## config.mk

```make
export PLATFORM = sky130hd
export DESIGN_NAME = vend_ctrl
export DESIGN_NICKNAME = d
export VERILOG_FILES = /design/src/rtl/seller_pkg.sv /design/src/rtl/coin_decode.sv /design/src/rtl/vend_ctrl.sv
export SDC_FILE = /design/constraint.sdc
export NUM_CORES = 1
export LEC_CHECK = 0
export CAP_MARGIN = 15
export CORE_MARGIN = 3
export CORE_UTILIZATION = 56
export CTS_CLUSTER_DIAMETER = 200
export DETAILED_ROUTE_END_ITERATION = 16
export PLACE_DENSITY_LB_ADDON = 0.2
export SYNTH_ARGS = -nofsm -noshare
export SYNTH_HDL_FRONTEND = slang
export SYNTH_HIERARCHICAL = 1
export SYNTH_SLANG_ARGS = --single-unit
```

## constraint.sdc

```tcl
create_clock -name clk -period 7 [get_ports clk]
set_input_delay 2.1 -clock clk [delete_from_list [all_inputs] [get_ports clk]]
set_output_delay 2.1 -clock clk [all_outputs]
set_load 0.1 [all_outputs]
```

## src/rtl/seller_pkg.sv

```systemverilog
// Shared types and constants for the coin-operated seller controllers.
package seller_pkg;

  typedef enum logic [1:0] {
    IDLE    = 2'd0,
    COLLECT = 2'd1,
    VEND    = 2'd2,
    CHANGE  = 2'd3
  } state_t;

  localparam int COIN_W = 3;

  localparam logic [COIN_W-1:0] HALF = 3'd1;
  localparam logic [COIN_W-1:0] ONE  = 3'd2;
  localparam logic [COIN_W-1:0] TWO  = 3'd4;

  localparam logic [1:0] CHG_HALF = 2'd1;
  localparam logic [1:0] CHG_ONE  = 2'd2;

endpackage

```

## src/rtl/coin_decode.sv

```systemverilog
// Maps the three coin pulse lines to a half-unit value; only one-hot inputs are legal.
module coin_decode
  import seller_pkg::*;
(
  input  logic              d1,
  input  logic              d2,
  input  logic              d3,
  output logic [COIN_W-1:0] value,
  output logic              legal,
  output logic              any
);

  always_comb begin
    value = '0;
    legal = 1'b0;
    case ({d3, d2, d1})
      3'b001: begin value = HALF; legal = 1'b1; end
      3'b010: begin value = ONE;  legal = 1'b1; end
      3'b100: begin value = TWO;  legal = 1'b1; end
      default: begin value = '0;  legal = 1'b0; end
    endcase
  end

  assign any = d1 | d2 | d3;

endmodule

```

## src/rtl/vend_ctrl.sv

```systemverilog
// Seller transaction controller: credit accumulation, product vend and coin-by-coin change payout.
//   state   | meaning
//   IDLE    | no credit held, waiting for the first coin
//   COLLECT | credit held, accepting coins / select / cancel
//   VEND    | one-cycle vend pulse in flight, next decides on change
//   CHANGE  | paying back credit over chg_req/chg_ack
module vend_ctrl #(
  parameter int PRICE_A    = 3,
  parameter int PRICE_B    = 5,
  parameter int CREDIT_W   = 4,
  parameter int MAX_CREDIT = 10
) (
  input  logic                clk,
  input  logic                rst,
  input  logic                d1,
  input  logic                d2,
  input  logic                d3,
  input  logic                sel_a,
  input  logic                sel_b,
  input  logic                cancel,
  input  logic                chg_ack,
  output logic                out_a,
  output logic                out_b,
  output logic                coin_rej,
  output logic                chg_req,
  output logic [1:0]          chg_val,
  output logic [CREDIT_W-1:0] credit,
  output logic                busy
);
  import seller_pkg::*;

  localparam logic [CREDIT_W-1:0] PA   = CREDIT_W'(PRICE_A);
  localparam logic [CREDIT_W-1:0] PB   = CREDIT_W'(PRICE_B);
  localparam logic [CREDIT_W:0]   MAXC = (CREDIT_W+1)'(MAX_CREDIT);

  state_t              state;
  logic [COIN_W-1:0]   coin_val;
  logic                coin_legal;
  logic                coin_any;
  logic [CREDIT_W:0]   sum;
  logic                coin_fits;
  logic                has_credit;
  logic [1:0]          chg_pick;

  coin_decode u_coin_decode (
    .d1    (d1),
    .d2    (d2),
    .d3    (d3),
    .value (coin_val),
    .legal (coin_legal),
    .any   (coin_any)
  );

  assign sum        = {1'b0, credit} + (CREDIT_W+1)'(coin_val);
  assign coin_fits  = coin_legal && (sum <= MAXC);
  assign has_credit = (credit != '0);
  // Largest change coin that does not exceed the remaining credit.
  assign chg_pick   = (credit >= CREDIT_W'(2)) ? CHG_ONE : CHG_HALF;

  always_ff @(posedge clk) begin
    if (!rst) begin
      state    <= IDLE;
      credit   <= '0;
      out_a    <= 1'b0;
      out_b    <= 1'b0;
      coin_rej <= 1'b0;
      chg_req  <= 1'b0;
      chg_val  <= '0;
      busy     <= 1'b0;
    end else begin
      out_a    <= 1'b0;
      out_b    <= 1'b0;
      coin_rej <= 1'b0;
      case (state)
        IDLE, COLLECT: begin
          if (has_credit && cancel) begin
            state    <= CHANGE;
            busy     <= 1'b1;
            chg_req  <= 1'b1;
            chg_val  <= chg_pick;
            coin_rej <= coin_any;
          end else if (has_credit && sel_a && credit >= PA) begin
            state    <= VEND;
            busy     <= 1'b1;
            out_a    <= 1'b1;
            credit   <= credit - PA;
            coin_rej <= coin_any;
          end else if (has_credit && sel_b && credit >= PB) begin
            state    <= VEND;
            busy     <= 1'b1;
            out_b    <= 1'b1;
            credit   <= credit - PB;
            coin_rej <= coin_any;
          end else if (coin_fits) begin
            state  <= COLLECT;
            credit <= sum[CREDIT_W-1:0];
          end else begin
            coin_rej <= coin_any;
          end
        end
        VEND: begin
          coin_rej <= coin_any;
          if (has_credit) begin
            state   <= CHANGE;
            chg_req <= 1'b1;
            chg_val <= chg_pick;
          end else begin
            state <= IDLE;
            busy  <= 1'b0;
          end
        end
        CHANGE: begin
          coin_rej <= coin_any;
          if (chg_req) begin
            if (chg_ack) begin
              credit  <= credit - CREDIT_W'(chg_val);
              chg_req <= 1'b0;
              chg_val <= '0;
            end
          end else if (has_credit) begin
            chg_req <= 1'b1;
            chg_val <= chg_pick;
          end else begin
            state <= IDLE;
            busy  <= 1'b0;
          end
        end
        default: begin
          state <= IDLE;
          busy  <= 1'b0;
        end
      endcase
    end
  end

endmodule
```

==> results of run 1 <==
[through the flow]
stage	hold WS [ns]	cell area [µm²]
after global routing	0.515	1390
final	0.496	1390
after detailed placement	0.477	1370
after CTS	0.490	1390
after global placement	0.460	1370
after floorplan	0.610	1180
[registers in the layout, indices dropped and copies added, names as in the netlist]
| signal | flops |
|---|---|
| out_b | 1 |
| out_a | 1 |
| chg_req | 1 |
| busy | 1 |
| chg_val | 2 |
| state | 2 |
| coin_rej | 1 |
| credit | 4 |
[Yosys cell counts, types with 3 or more instances]
| cell | number | share of area, % |
|---|---|---|
| nor2_1 | 9 | 2.9 |
| nor3b_1 | 3 | 1.9 |
| dfxtp_1 | 13 | 22 |
| nor2b_1 | 4 | 2.1 |
| o21ai_0 | 11 | 4.7 |
| or4_1 | 4 | 2.5 |
| ha_1 | 9 | 9.5 |
| nor3_1 | 6 | 2.5 |
| clkbuf_1 | 4 | 1.3 |
| o21a_1 | 3 | 1.9 |
| nand2_1 | 10 | 3.2 |
| and3_1 | 3 | 1.6 |
| a21oi_1 | 8 | 3.4 |
| xnor2_1 | 3 | 2.2 |
| a211oi_1 | 3 | 1.9 |
| inv_1 | 9 | 2.9 |
| a21o_1 | 3 | 1.9 |
| nand3_1 | 3 | 1.3 |
[layer usage]
metal	track usage, %	routed length, µm	vias up
met5	0	0	-
met4	8.30	44	0
met3	4.30	230	6
met2	41.8	1480	58
met1	34.9	1370	586
li1	-	-	586
[tightest hold or removal path, delay by kind of cell, from the launching register on]
family             cells  cell delay [ns]
DFF                    1             0.34
AOI/OAI and AO/OA      1             0.06
and+or+nand+nor        1             0.06
[worst max-delay path by stage]
stage / startpoint / endpoint / cells past startpoint
final: d1 / credit[3]$_SDFFE_PN0P_ / 10
after global routing: d2 / credit[3]$_SDFFE_PN0P_ / 9
after global placement: d1 / credit[3]$_SDFFE_PN0P_ / 10
after CTS: d1 / credit[3]$_SDFFE_PN0P_ / 10
after floorplan: d2 / credit[3]$_SDFFE_PN0P_ / 9
after detailed placement: d1 / credit[3]$_SDFFE_PN0P_ / 10
[area by class of cell]
type,instances,area (µm²),area share (%)
Clock buffer,3,22.5,1.62
Clock inverter,1,5.00,0.359
Inverter,9,33.8,2.43
Multi-Input combinational cell,117,850,61.0
Sequential cell,13,260,18.7
Tap cell,25,31.3,2.25
Timing Repair Buffer,19,190,13.7
[placed cells by master, fill, tap and decap left out, drive strengths merged, types with 3 or more instances in the layout]
master          n
a211oi          3
a21o            3
a21oi          10
and3            3
clkbuf          3
clkdlybuf4s50  19
dfxtp          13
ha              9
inv             9
nand2          10
nand3           3
nor2            9
nor2b           4
nor3            7
nor3b           3
o21a            3
o21ai          12
or4             4
xnor2           3
[kinds of logic after synthesis]
logic type      count (synthesis)  synth area share (%)
compound gates                 53                  33.6
simple gates                   49                  22.5
buf+inv                        15                  6.04
flops                          13                  22.0
fa+ha+maj                      11                  12.9
xor+xnor                        4                  2.97
==> flow_metrics.env, run 1 <==
export IMPL_outcome="finished, final reports clean"
export IMPL_syn_avg_cell_area_um2=8.15
export IMPL_reg2reg_depth=7
export IMPL_critPathCaptureType="register"
export IMPL_worstMarginPinSlew_ns=0.970
export IMPL_path_delay_family="simple AND/OR/NAND/NOR gates"
export IMPL_design_core_area_um2=1860
export IMPL_drt_total_wl_um=3130
export IMPL_grt_pass1_vias=1119
export IMPL_worst_path_buf_inv=2
export IMPL_synth_async_reset_ratio_pct=0
export IMPL_synth_ff_type="dfxtp_1"
export IMPL_num_vias=1236
export IMPL_die_width_um=51.9
export IMPL_final_core_util_pct=74.9
export IMPL_rsz0062_at_grt="no"
export IMPL_grt_pass1_wl_um=5240
export IMPL_cts_root_buf="clkbuf_4"
export IMPL_worstReg2RegStart="credit[1]$_SDFFE_PN0P_"
export IMPL_grt_max_degree=16
export IMPL_die_area_um2=2700
export IMPL_syn2layout_area_growth_pct=17.9
export IMPL_fin_ws_ns=2.31
export IMPL_setup_viol=0
export IMPL_io_buffers=19
export IMPL_n_antenna_cell=0
export IMPL_min_to="busy$_SDFFE_PN0P_"
export IMPL_ys_seq_area_share_pct=22.0
export IMPL_slew_headroom_pct=35.1
export IMPL_h_tree_depth=1
export IMPL_period_minus_slack_ns=4.69
export IMPL_postCtsHoldBufs=0
export IMPL_worstPathRequired_ns=7.18
export IMPL_rows=15
export IMPL_ys_ff_latch=13
export IMPL_synth_cells=145
export IMPL_drc=0
export IMPL_post_drt_wl_per_cell_um=16.7
export IMPL_max_freq_ghz=0.213
export IMPL_cp_max_fo=6
export IMPL_cts_tree="built"
export IMPL_critPathMaxStageDelay_ns=0.54
export IMPL_initial_core_util_pct=63.6
export IMPL_drt_iter0_markers=58
export IMPL_insertion_delay_ns=0.29
export IMPL_synth_nets=165
export IMPL_min_path_type="reg2reg"
export IMPL_worstPathCellList="clkdlybuf4s50_1 > nor3b_1 > ha_1 > inv_1 > fa_1 > xnor2_1 > o22ai_1 > o2111a_2 > or4_1 > o311a_1"
export IMPL_synth_warnings=6
export IMPL_finalNetCount=183
export IMPL_fin_crit_sh_pct=67.0
export IMPL_reg2reg_slack_ns=4.17
export IMPL_grt_usage_pct=25.9
export IMPL_synth_area_um2=1180
export IMPL_fin_cells=187
export IMPL_setup_tns_ns=0
export IMPL_dpl_hpwl_um=2350
export IMPL_ys_types=48
export IMPL_worstReg2RegEnd="credit[3]$_SDFFE_PN0P_"
export IMPL_crit_path_top_delay_cell="clkdlybuf4s50_1"
export IMPL_place_ws_ns=2.03
export IMPL_finClkSkew_ns=0.00254
export IMPL_worstPathArrival_ns=4.87
export IMPL_hold_start="busy$_SDFFE_PN0P_"
export IMPL_holdPathStages=2
export IMPL_postRouteAntennaNets=0
export IMPL_cts_resized=0
export IMPL_cts_buffer_depth=2
export IMPL_drt_pass1_iter_count=4
export IMPL_crit_path_start_kind="input port"
export IMPL_drive_gt1_share_pct=8.02
export IMPL_max_cap_viol_count=0
export IMPL_hold_violations=0
export IMPL_pin_count=20
export IMPL_worstSetupPathType="in2reg"
export IMPL_overflow=0
export IMPL_drv_slew=0
export IMPL_antenna_found_initial=0
export IMPL_die_height_um=51.9
export IMPL_viasPerCell=6.61
export IMPL_place_gp_congestion=0.915
export IMPL_cts_buffers=3
export IMPL_clock_sinks=13
export IMPL_synth_edff_count=0
export IMPL_nFillCells=140
export IMPL_clk_pin_slew_ns=0.09
export IMPL_dp_cells=183
export IMPL_cts_setup_buffers=0
Power of run 1 is not shown: default switching activity piles up to over one toggle a cycle in this logic, so the estimate is an artifact.
==> inputs of run 2 (changes only) <==
Settings changed: CORE_UTILIZATION 56 to 47.
Clock period 7 ns to 3.99 ns, I/O delays scaled along.
==> flow_metrics.env, run 2 (synthesis gave the netlist of run 1 again) <==
export IMPL_grt_pass1_wl_um=5200
export IMPL_mostFrequentLayoutCell="clkdlybuf4s50_1"
export IMPL_mostFrequentLayoutCells="clkdlybuf4s50_1 (14), dfxtp_1 (13), o21ai_0 (11), nand2_1 (10)"
export IMPL_n_antenna_cell=0
export IMPL_cts_buffers=3
export IMPL_io_buffers=19
export IMPL_design_core_area_um2=2300
export IMPL_rows=17
export IMPL_clk_pin_slew_ns=0.09
export IMPL_postRouteAntennaNets=0
export IMPL_grt_pass1_vias=1097
export IMPL_clock_sinks=13
export IMPL_rsz0062_at_grt="no"
export IMPL_drv_slew=0
export IMPL_die_width_um=56.1
export IMPL_fin_crit_sh_pct=95.4
export IMPL_cts_root_buf="clkbuf_4"
export IMPL_place_ws_ns=-0.0468
export IMPL_cts_setup_buffers=0
export IMPL_fin_ws_ns=0.185
export IMPL_antenna_found_initial=0
export IMPL_cts_resized=0
export IMPL_drt_pass1_iter_count=4
export IMPL_reg2reg_slack_ns=1.19
export IMPL_critPathCaptureType="register"
export IMPL_drive_gt1_share_pct=11.7
export IMPL_top_register="credit"
export IMPL_overflow=0
export IMPL_num_vias=1198
export IMPL_postCtsHoldBufs=0
export IMPL_syn2layout_area_growth_pct=17.8
export IMPL_slew_headroom_pct=34.7
export IMPL_h_tree_depth=1
export IMPL_cts_tree="built"
export IMPL_max_freq_ghz=0.263
export IMPL_pin_count=20
export IMPL_drt_total_wl_um=3130
export IMPL_grt_max_degree=16
export IMPL_drt_iter0_markers=48
export IMPL_setup_tns_ns=0
export IMPL_ff_latch_area_um2=260
export IMPL_crit_path_start_kind="input port"
export IMPL_finClkSkew_ns=0.00512
export IMPL_place_gp_congestion=0.896
export IMPL_worstPathRequired_ns=4.17
export IMPL_hold_violations=0
export IMPL_largest_reg_flops=4
export IMPL_max_cap_viol_count=0
export IMPL_multi_input_area_um2=850
export IMPL_die_area_um2=3150
export IMPL_post_drt_wl_per_cell_um=16.4
export IMPL_insertion_delay_ns=0.29
export IMPL_initial_core_util_pct=51.4
export IMPL_finalNetCount=184
export IMPL_worstPathArrival_ns=3.98
export IMPL_top_regs="credit (4), chg_val (2), state (2)"
export IMPL_dpl_hpwl_um=2330
export IMPL_min_path_type="reg2reg"
export IMPL_outcome="finished, final reports clean"
export IMPL_nFillCells=216
export IMPL_die_height_um=56.1
export IMPL_worstMarginPinSlew_ns=0.976
export IMPL_cp_max_fo=6
export IMPL_cts_buffer_depth=2
export IMPL_period_minus_slack_ns=3.80
export IMPL_drc=0
export IMPL_setup_viol=0
export IMPL_viasPerCell=6.27
export IMPL_worstSetupPathType="in2reg"
export IMPL_grt_usage_pct=20.5
[run 2: metal layers]
| metal | track usage [%] | up-vias | share of wire, % |
|---|---|---|---|
| li1 | - | 581 | - |
| met1 | 28.2 | 569 | 44 |
| met2 | 33.6 | 41 | 47 |
| met3 | 2.55 | 7 | 6.8 |
| met4 | 5.08 | 0 | 1.5 |
| met5 | 0 | - | 0 |
[run 2: final timing paths]
path,startpoint,end,cells past startpoint
worst max-delay path,d1,credit[3]$_SDFFE_PN0P_,10
worst min-delay path,busy$_SDFFE_PN0P_,busy$_SDFFE_PN0P_,2
worst max register to register,credit[1]$_SDFFE_PN0P_,credit[3]$_SDFFE_PN0P_,7
worst min register to register,busy$_SDFFE_PN0P_,busy$_SDFFE_PN0P_,2
[run 2: layout make-up]
| cell class | instances | share of cell area (%) |
|---|---|---|
| Clock buffer | 3 | 1.62 |
| Clock inverter | 1 | 0.360 |
| Inverter | 9 | 2.43 |
| Multi-Input combinational cell | 117 | 61.1 |
| Sequential cell | 13 | 18.7 |
| Tap cell | 28 | 2.52 |
| Timing Repair Buffer | 20 | 13.3 |
[run 2: critical path, stage by stage]
cell	delay, ns
clkdlybuf4s50_1	0.56
nor3b_1	0.22
ha_1	0.20
inv_1	0.06
fa_1	0.39
xnor2_1	0.24
o22ai_1	0.16
o2111a_2	0.32
or4_1	0.49
o311a_1	0.14
[run 2: per-stage QoR]
step                      std cells  area (µm²)  utilization [%]  hold WS, ns
after floorplan                 145        1180                -        0.610
after global placement          187        1360             59.4        0.460
after detailed placement        187        1360             59.4        0.479
after CTS                       191        1390             60.6        0.495
after global routing            191        1390             60.6        0.533
final                           191        1390             60.6        0.495
Power of run 2 is left out for the same reason.
==> inputs of run 3 (changes only) <==
Settings changed: HOLD_SLACK_MARGIN set to 0.12, SLEW_MARGIN set to 5.
==> results of run 3 <==
No change in the layout: final DEF, timing and power equal those of run 2.
Power of run 3 is left out for the same reason.
